## src/rtl/sevenseg_pkg.sv

```systemverilog
// Shared types and code constants for the seven-segment scan controller.
package sevenseg_pkg;

  typedef struct packed {
    logic       blank;
    logic       dp;
    logic       dash;
    logic [3:0] val;
  } digit_code_t;

  localparam logic [6:0] CODE_BLANK = 7'h40;
  localparam logic [6:0] CODE_DASH  = 7'h10;
  localparam logic [6:0] CODE_ZERO  = 7'h00;

  // Buffers are sized for the largest bank so a 3-bit index always fits.
  localparam int MAX_DIGITS = 8;

endpackage

```

## src/rtl/sevenseg_scan_timer.sv

```systemverilog
// Slot counter and digit index for the scan controller.
// o_boundary marks the cycle in which idx wraps from NDIGITS-1 back to 0.
module scan_timer #(
  parameter int NDIGITS     = 8,
  parameter int REFRESH_DIV = 100000,
  parameter int CW          = 17
) (
  input  logic          clk,
  input  logic          rst,
  output logic [CW-1:0] o_cnt,
  output logic [2:0]    o_idx,
  output logic          o_boundary
);

  logic [CW-1:0] r_cnt;
  logic [2:0]    r_idx;
  logic          w_tc;

  assign w_tc       = (r_cnt == CW'(REFRESH_DIV - 1));
  assign o_boundary = w_tc && (r_idx == 3'(NDIGITS - 1));
  assign o_cnt      = r_cnt;
  assign o_idx      = r_idx;

  always_ff @(posedge clk) begin
    if (rst) begin
      r_cnt <= '0;
      r_idx <= '0;
    end else if (w_tc) begin
      r_cnt <= '0;
      r_idx <= o_boundary ? 3'd0 : r_idx + 3'd1;
    end else begin
      r_cnt <= r_cnt + CW'(1);
    end
  end

endmodule

```

## src/rtl/sevenseg_scan_ctl.sv

```systemverilog
// Seven-segment scan controller: double-buffered digit codes, frame-aligned
// commit, leading-zero suppression and registered anode/code outputs.
module sevenseg_scan_ctl
  import sevenseg_pkg::*;
#(
  parameter int NDIGITS      = 8,
  parameter int REFRESH_DIV  = 100000,
  parameter int BLANK_CYCLES = 4
) (
  input  logic               clk,
  input  logic               rst,
  input  logic               wr_en,
  input  logic [2:0]         wr_addr,
  input  logic [6:0]         wr_code,
  input  logic               commit,
  input  logic               blank_lz,
  output logic [6:0]         d,
  output logic [NDIGITS-1:0] an_n,
  output logic               frame_start,
  output logic               pending
);

  localparam int CW = (REFRESH_DIV > 1) ? $clog2(REFRESH_DIV) : 1;

  logic [CW-1:0] w_cnt;
  logic [2:0]    w_idx;
  logic          w_boundary;

  digit_code_t r_stage  [MAX_DIGITS];
  digit_code_t r_active [MAX_DIGITS];
  digit_code_t w_stage_nxt [MAX_DIGITS];
  digit_code_t w_disp   [MAX_DIGITS];

  logic               r_pending;
  logic               r_wrap;
  logic               r_fs;
  logic [NDIGITS-1:0] r_an_n;
  logic [6:0]         r_d;

  scan_timer #(
    .NDIGITS     (NDIGITS),
    .REFRESH_DIV (REFRESH_DIV),
    .CW          (CW)
  ) u_timer (
    .clk        (clk),
    .rst        (rst),
    .o_cnt      (w_cnt),
    .o_idx      (w_idx),
    .o_boundary (w_boundary)
  );

  // Staging with this cycle's write merged in, so a swap captures it.
  always_comb begin
    w_stage_nxt = r_stage;
    if (wr_en && (int'(wr_addr) < NDIGITS))
      w_stage_nxt[wr_addr] = wr_code;
  end

  always_comb begin : lz_suppress
    logic v_lead;
    w_disp = r_active;
    v_lead = 1'b1;
    for (int i = NDIGITS - 1; i >= 1; i--) begin
      if (blank_lz && v_lead && (r_active[i] == CODE_ZERO))
        w_disp[i] = CODE_BLANK;
      v_lead = v_lead && ((r_active[i] == CODE_ZERO) || r_active[i].blank);
    end
  end

  always_ff @(posedge clk) begin
    if (rst) begin
      for (int i = 0; i < MAX_DIGITS; i++) begin
        r_stage[i]  <= CODE_BLANK;
        r_active[i] <= CODE_BLANK;
      end
      r_pending <= 1'b0;
      r_wrap    <= 1'b0;
      r_fs      <= 1'b0;
      r_an_n    <= '1;
      r_d       <= CODE_BLANK;
    end else begin
      r_stage <= w_stage_nxt;
      if (w_boundary && r_pending) begin
        r_active  <= w_stage_nxt;
        r_pending <= 1'b0;
      end else if (commit) begin
        r_pending <= 1'b1;
      end
      // Delay the wrap so the pulse lines up with the outputs, and so the
      // partial first slot after reset never raises frame_start.
      r_wrap <= w_boundary;
      r_fs   <= r_wrap;
      r_an_n <= (int'(w_cnt) < BLANK_CYCLES) ? '1 : ~(NDIGITS'(1) << w_idx);
      r_d    <= w_disp[w_idx];
    end
  end

  assign d           = r_d;
  assign an_n        = r_an_n;
  assign frame_start = r_fs;
  assign pending     = r_pending;

endmodule

```

## config.mk

```make
export PLATFORM = sky130hd
export DESIGN_NAME = sevenseg_scan_ctl
export DESIGN_NICKNAME = d
export VERILOG_FILES = /design/src/rtl/sevenseg_pkg.sv /design/src/rtl/sevenseg_scan_timer.sv /design/src/rtl/sevenseg_scan_ctl.sv
export SDC_FILE = /design/constraint.sdc
export NUM_CORES = 1
export LEC_CHECK = 0
export BUFFER_PORTS_ARGS = -buffer_cell sky130_fd_sc_hd__buf_4
export CORE_MARGIN = 2
export CORE_UTILIZATION = 35
export CTS_BUF_LIST = sky130_fd_sc_hd__clkbuf_16
export CTS_CLUSTER_SIZE = 30
export DETAILED_ROUTE_END_ITERATION = 7
export PLACE_DENSITY_LB_ADDON = 0.2
export SLEW_MARGIN = 20
export SYNTH_ARGS = -nofsm -noshare
export SYNTH_HDL_FRONTEND = slang
export SYNTH_SLANG_ARGS = --single-unit
export TNS_END_PERCENT = 10
```

## constraint.sdc

```tcl
create_clock -name clk -period 2.3 [get_ports clk]
set_clock_uncertainty 0.2 [all_clocks]
set_input_delay 0.345 -clock clk [delete_from_list [all_inputs] [get_ports clk]]
set_output_delay 0.345 -clock clk [all_outputs]
set_load 0.1 [all_outputs]
```

==> metrics.md, run 1 <==
| Metric | Value |
|---|---|
| Sw Pwr | `0.00122 W` |
| Final HPWL DP | `9800 um` |
| Clock latency on the worst-skew pair | `between 400 and 500 ps` |
| IO buf count | `31` |
| Initial Util | `36.1%` |
| Pwr per Cell Area | `841 nW/um2` |
| Nets | `between 600 and 700` |
| Int Pwr | `0.00473 W` |
| Routed wire length | `14700 um` |
| CTS max path bufs | `2` |
| Layout cells sized above 1 | `18.8%` |
| Final ANT Viol Nets | `0` |
| Leak | `2.91 nW` |
| Post-route design area | `7080 um2` |
| Hold Fails Final Rpt | `0` |
| Syn Nets | `598` |
| Core area | `16000 um2` |
| Overall Power | `0.00596 W` |
| DR pass1 iterations | `4` |
| # rows | `between 40 and 50` |
| Worst Hold End | `r_stage[27]` |
| DR WL/cell | `17.3 um` |
| Vias per std cell | `between 5 and 6` |
| Synth warnings | `0` |
| Final Util | `between 40 and 50%` |
| Hold Startpoint | `wr_code[6]` |
| Largest net degree at the start of global routing | `74` |
| Type of the worst setup path | `reg2reg` |
| Fin crit period | `2180 ps` |
| Initial antenna violation count | `0` |
| Critical Path Fanout Max | `27` |
| Combinational share of power | `between 3 and 4%` |
| CTS tree | `yes` |
| CP cell instances | `nor4_4 -> nand2_2 -> nor4_4 -> and3_4 -> nor2_4 -> buf_12 -> o22a_1` |
| Post CTS Setup Buffer Count | `0` |
| Post-Layout Cell Count | `between 800 and 900` |
| Drt drc | `0` |
| Reg2Reg Setup Slack | `120 ps` |
| Post-Syn Area | `5770 um2` |
| Cell count after synthesis | `576` |
| CTS sink cnt | `150` |
| Clock power share | `between 50% and 60%` |
| Post-synthesis async set-or-reset flop share | `0%` |
| Sw Ratio | `roughly a fifth` |
| Congestion Overflow GR | `0` |
| Worst Reg-to-Reg Cells | `7` |
| # fillers | `1557` |
| CP max-delay cell | `dfxtp_1` |
| Req. time, crit path | `between 2000 and 2500 ps` |
| Worst r2r dst | `r_active[3]` |
| Number of buffers created by CTS | `17` |
| H-tree levels | `4` |
| Count of final setup violators | `0` |
| Tot GR Track Use | `17.1%` |
| Area leader, netlist | `dfxtp_1` |
| Vias | `4401` |
| # IOs | `32` |
| Number of synthesized flops with an enable pin | `0` |
| Slew headroom | `63.6%` |
| Critical Path End Type | `register` |
| Top cell by count, worst path | `nor4_4` |
| Vias in the first global route | `around 4.3k` |
| Seq cells post-synth | `150` |
| Most frequent cells in the layout | `150 x dfxtp_1, 76 x nand2_1, 73 x nor2_1` |
| Dpl cells | `816` |
| DIE WIDTH | `132 um` |
| Outcome | `completed` |
| Worst Max-Slew Pin Slew | `546 ps` |
| Worst EP arrival | `2290 ps` |
| Die area | `17500 um2` |
| DP Worst Slack | `-121 ps` |
| MaxCap Viol Count | `0` |
| Worst VDD drop | `536 uV` |
| Sequential fraction of the synthesis area | `52.0%` |
| Worst Hold Depth | `2` |
| Multi-input gate area | `approximately 2600 um2` |
| Max Transition Viols Final | `0` |
| Tcrit/Tclk final | `94.7%` |
| Syn Area/Cell | `10.0 um2` |
| Cell Area, Placed | `6360 um2` |
| Initial drt markers | `267` |
| Crit. Startpoint | `u_timer.o_cnt[12]` |
| CP startpoint kind | `register` |
| R2R Path Start | `u_timer.o_cnt[12]` |
| First-pass GRT wire length | `between 20000 and 25000 um` |
| Reg area | `between 3000 and 4000 um2` |
| Antenna Cells | `0` |
| Top post-synthesis cells by area | `dfxtp_1 52%, o22a_1 7.3%, mux2i_1 5.5%` |
| Root buffer cell | `clkbuf_16` |
| Synth cell types | `between 40 and 50` |
| Achievable Freq | `459 MHz` |
| Most common cell after layout, fill and taps aside | `dfxtp_1` |
| Die Y-Extent | `approximately 130 um` |
| Top_reg_cell synth | `dfxtp_1` |
| Setup ws final | `approximately 120 ps` |
| RePlAce Congestion | `approximately 0.8` |
| Share of the synthesized area in the top cell type | `52.0%` |
| Area Growth Syn to Fin | `22.7%` |
| Hold Path Class | `in2reg` |
| CTS clock-pin slew for the worst setup and hold paths | `60 ps` |
| Largest stage delay on the critical path | `340 ps` |
| Sequential power share | `about 44%` |
layout make-up:
| class | count | share of cell area (%) |
|---|---|---|
| Inverter | 5 | 0.265 |
| Tap cell | 216 | 3.82 |
| Clock inverter | 15 | 3.34 |
| Multi-Input combinational cell | 384 | 37.0 |
| Timing Repair Buffer | 63 | 7.17 |
| Sequential cell | 150 | 42.4 |
| Clock buffer | 17 | 6.01 |
worst max-delay path by stage:
stage               depth (start not counted)  slack, ps      endpoint
floorplan                                   9         40  r_active[14]
global placement                            7       -260   r_active[0]
detailed placement                          6       -120   r_active[3]
CTS                                         6          6   r_active[3]
global route                                7       -0.2   r_active[0]
finish                                      7        120   r_active[3]
per-layer routing:
layer | GRT usage, % | up-vias | wire length, um
met1 | 22.7 | 2164 | 6880
met5 | 0 | - | 0
met4 | 5.97 | 0 | 225
li1 | - | 2130 | -
met3 | 4.18 | 16 | 694
met2 | 27.1 | 91 | 6910
worst max-delay path: cells and delay by family (launching register included):
| family | cells | cell delay (ps) |
|---|---|---|
| DFF | 1 | 340 |
| buffers and inverters | 1 | 180 |
| AOI/OAI and AO/OA | 1 | 190 |
| and+or+nand+nor | 5 | 1140 |
Yosys cell counts, drive strengths merged (2+ instances only):
cell type  count
a211o          5
a21oi         28
a22o           9
a311oi         2
and2           2
and3           4
and4           2
buf           23
clkbuf        15
dfxtp        150
ha             7
inv            4
mux2i         32
mux4          12
nand2         77
nand2b         5
nand3         10
nand3b         5
nand4          5
nor2          74
nor2b          6
nor3           9
nor4          11
o21ai          3
o22a          48
or2            2
xnor2          4
xor2          11
through the flow:
stage          hold WS (ps)  TNS (ps)
2_1_floorplan           214         0
3_3_place_gp            229    -12450
3_5_place_dp            243     -4960
4_1_cts                54.0         0
5_1_grt                67.7    -0.158
6_report               70.5         0
registers in the layout (all words and copies together), names as in the netlist:
register	count
pending	1
r_stage	56
r_active	56
an_n	8
frame_start	1
d	7
u_timer.o_cnt	17
r_wrap	1
u_timer.o_idx	3
what timing repair did:
item,in CTS,in global routing
setup endpoints to repair,48,58
gates cloned,0,1
hold buffers,1,0
endpoints found under the hold margin,1,0
resized for setup,1,10
pin swaps,0,1
power by group through the flow:
stage | logic, W | clock network, W | registers [W]
after global placement | 0.000219 | 0 | 0.00269
after global routing | 0.000249 | 0.00326 | 0.00264
after CTS | 0.000228 | 0.00316 | 0.00264
after floorplan | 0.000128 | 0 | 0.00271
final | 0.000229 | 0.00309 | 0.00264
after detailed placement | 0.000226 | 0 | 0.00269
logic make-up (layout without fill, tap and decap cells):
group                    Yosys count  after routing  share of synthesized area [%]
AND/OR/NAND/NOR                  215            216                           17.1
flip-flops                       150            150                           52.0
AO/OA/AOI/OAI                    102            102                           13.4
multiplexers                      44             44                           10.2
buffers and inverters             43            100                           3.55
XOR/XNOR                          15             15                           2.28
adder cells (fa/ha/maj)            7              7                           1.52
Power figures use the tool's default switching activity.
==> run 2: changes to the inputs <==
- ABC_AREA: default -> 1
==> run 2 against run 1 <==
Effect of this change: register-to-register slack better by 130 ps; flip-flop and latch count unchanged; sequential power about the same; critical path depth increased by 6; synthesized cell count increased by 40%; total power shrank 5.5%; setup slack gained 130 ps; combinational power is 15% higher; core utilization decreased by 2.7 points; cell count up 27%; critical path type unchanged; largest cell class unchanged; largest power group unchanged; highest routed layer unchanged.
==> metrics.md, run 2 <==
| Metric | Value |
|---|---|
| Type of the worst setup path | `reg2reg` |
| Worst VDD drop | `517 uV (-3.5%)` |
| Routed wire length | `15500 um (+5.3%)` |
| Top cell by count, worst path | `nand2_2` |
| Synth warnings | `0 (unchanged)` |
| Final ANT Viol Nets | `0 (unchanged)` |
| Largest net degree at the start of global routing | `105 (+42%)` |
| Initial antenna violation count | `0 (unchanged)` |
| Hold Fails Final Rpt | `0 (unchanged)` |
| Critical Path Fanout Max | `41 (+52%)` |
| Most common cell after layout, fill and taps aside | `dfxtp_1` |
| Number of buffers created by CTS | `17 (unchanged)` |
| Achievable Freq | `488 MHz (+6.3%)` |
| Initial drt markers | `361 (+35%)` |
| Post-route design area | `7470 um2 (+5.5%)` |
| Final Util | `41.6% (-2.7 points)` |
| Fin crit period | `2050 ps (-129 ps)` |
| Fin Setup TNS | `0 ps (unchanged)` |
| Cts repair resizes | `0 (-1)` |
| Seq cells post-synth | `150 (unchanged)` |
| Syn Area/Cell | `7.95 um2 (-21%)` |
| Outcome | `completed` |
| H-tree levels | `4 (unchanged)` |
| DP Worst Slack | `251 ps (+371 ps)` |
| Tot GR Track Use | `16.5% (-0.56 points)` |
| Congestion Overflow GR | `0 (unchanged)` |
| Post-Syn Area | `6400 um2 (+11%)` |
| # rows | `49 (+6.5%)` |
| Die area | `19400 um2 (+11%)` |
| Top post-synthesis cells by area | `dfxtp_1 47%, mux2i_1 7.3%, o21ai_0 6.4%` |
| CP max-delay cell | `dfxtp_1` |
| Area Growth Syn to Fin | `16.6%` |
| Vias in the first global route | `4774 (+11%)` |
| CP cell instances | `ha_1 -> nand2_1 -> inv_2 -> nand2_2 -> nor2_2 -> nand3_2 -> nor2_2 -> nand2_2 -> nand2_2 -> buf_12 -> o21ai_0 -> o21ai_0 -> inv_1` |
| Worst EP arrival | `2160 ps (-130 ps)` |
| CP startpoint kind | `register` |
| Overall Power | `0.00563 W (-5.5%)` |
| Slew headroom | `64.1% (+0.52 points)` |
| Count of final setup violators | `0 (unchanged)` |
| Cell Area, Placed | `6890 um2 (+8.4%)` |
| Root buffer cell | `clkbuf_16` |
| Post-synthesis async set-or-reset flop share | `0% (unchanged)` |
| Sequential fraction of the synthesis area | `46.9% (-5.1 points)` |
| Pwr per Cell Area | `753 nW/um2 (-10%)` |
| CP top delay family | `simple AND/OR/NAND/NOR gates` |
| Unrepaired setup endpoints after global routing | `false` |
| Core area | `18000 um2 (+12%)` |
| Leak | `3.23 nW (+11%)` |
| Syn Nets | `828 (+38%)` |
| Clock latency on the worst-skew pair | `420 ps (about the same)` |
| Share of the synthesized area in the top cell type | `46.9% (-5.1 points)` |
| IO buf count | `31 (unchanged)` |
| Number of synthesized flops with an enable pin | `0 (unchanged)` |
| Worst Max-Slew Pin Slew | `538 ps (-7.80 ps)` |
| DR WL/cell | `14.4 um (-17%)` |
| Top_reg_cell synth | `dfxtp_1` |
| Final HPWL DP | `10300 um (+5.4%)` |
| CTS hold repair buffers | `1 (unchanged)` |
| DR pass1 iterations | `4 (unchanged)` |
| Cell count after synthesis | `806 (+40%)` |
| CTS sink cnt | `150 (unchanged)` |
| Die Y-Extent | `139 um (+5.2%)` |
| CTS clock-pin slew for the worst setup and hold paths | `60 ps (about the same)` |
| RePlAce Congestion | `0.774 (-4.4%)` |
| First-pass GRT wire length | `25300 um (+9.3%)` |
| # IOs | `32 (unchanged)` |
| Drt drc | `0 (unchanged)` |
| Antenna Cells | `0 (unchanged)` |
| Hold Path Class | `in2reg` |
| DIE WIDTH | `139 um (+5.2%)` |
| Most frequent cell after synthesis | `dfxtp_1` |
| Layout cells sized above 1 | `17.6% (-1.2 points)` |
| Synth cell types | `38 (-16%)` |
| CTS max path bufs | `2 (unchanged)` |
| Critical Path End Type | `register` |
| Initial Util | `35.7% (-0.43 points)` |
| Max Transition Viols Final | `0 (unchanged)` |
| MaxCap Viol Count | `0 (unchanged)` |
| Area leader, netlist | `dfxtp_1` |
| Setup ws final | `251 ps (+129 ps)` |
| CP Buf/Inv Count | `3 (+2)` |
| CTS tree | `yes` |
| Vias per std cell | `4.72 (-8.9%)` |
| Req. time, crit path | `2410 ps (about the same)` |
| Post CTS Setup Buffer Count | `0 (unchanged)` |
| Nets | `857 (+33%)` |
| Most frequent cells in the layout | `150 x dfxtp_1, 102 x nand2_1, 94 x nor2_1` |
| Tcrit/Tclk final | `89.1% (-5.6 points)` |
| Largest stage delay on the critical path | `350 ps (about the same)` |
| Synth cell count leaders | `150 x dfxtp_1, 102 x nand2_1, 94 x nor2_1, 88 x inv_1, 82 x o21ai_0` |
| Vias | `5077 (+15%)` |
| # fillers | `1867 (+20%)` |
==> run 2: worst paths after layout <==
| path | startpoint | to | slack [ps] | cells after the start |
|---|---|---|---|---|
| worst min-delay path | wr_code[0] | r_stage[0] | 80 | 3 |
| worst max register to register | u_timer.o_cnt[0] | r_active[0] | 250 | 13 |
| worst min register to register | r_wrap | frame_start | 220 | 2 |
| worst max-delay path | u_timer.o_cnt[0] | r_active[0] | 250 | 13 |
==> run 2: layout make-up <==
cell class | instances | area (um2) | share of cell area [%]
flip-flops and latches | 150 | 3000 | 40.2
clock buffers | 17 | 425 | 5.70
clock inverters | 14 | 143 | 1.91
well taps | 229 | 287 | 3.84
inverters | 112 | 420 | 5.63
repair buffers | 52 | 443 | 5.93
multi-input cells | 502 | 2750 | 36.8
==> run 2: routing by layer <==
layer  share of wire [%]  up-vias  track usage [%]
met5                   0        -                0
met4                0.39        0             5.00
met3                 3.6        2             3.72
met2                  46       68             26.1
met1                  50     2354             22.6
li1                    -     2653                -
==> run 2: through the flow <==
step,hold slack (ps),instances
finish,82.1,1076
floorplan,188,806
CTS,74.5,1076
global route,93.4,1076
detailed placement,213,1044
global placement,213,1044
==> run 2: logic make-up after synthesis <==
group,synth area share (%)
compound gates,14.6
xor+xnor,0.274
fa+ha+maj,1.37
buf+inv,10.2
flops,46.9
mux,7.35
simple gates,19.3
==> run 2: where the power goes <==
part           switching [W]  leakage, nW  internal (W)  total [W]
clock network        0.00106        0.287       0.00167    0.00273
logic               0.000174         1.73     0.0000893   0.000263
registers          0.0000100         1.21       0.00263    0.00264
==> run 2: worst register-to-register path, stage by stage, from the launching register on <==
cell	delay, ps
dfxtp_1	350
ha_1	170
nand2_1	60
inv_2	60
nand2_2	70
nor2_2	120
nand3_2	140
nor2_2	110
nand2_2	70
nand2_2	90
buf_12	210
o21ai_0	140
o21ai_0	90
inv_1	60
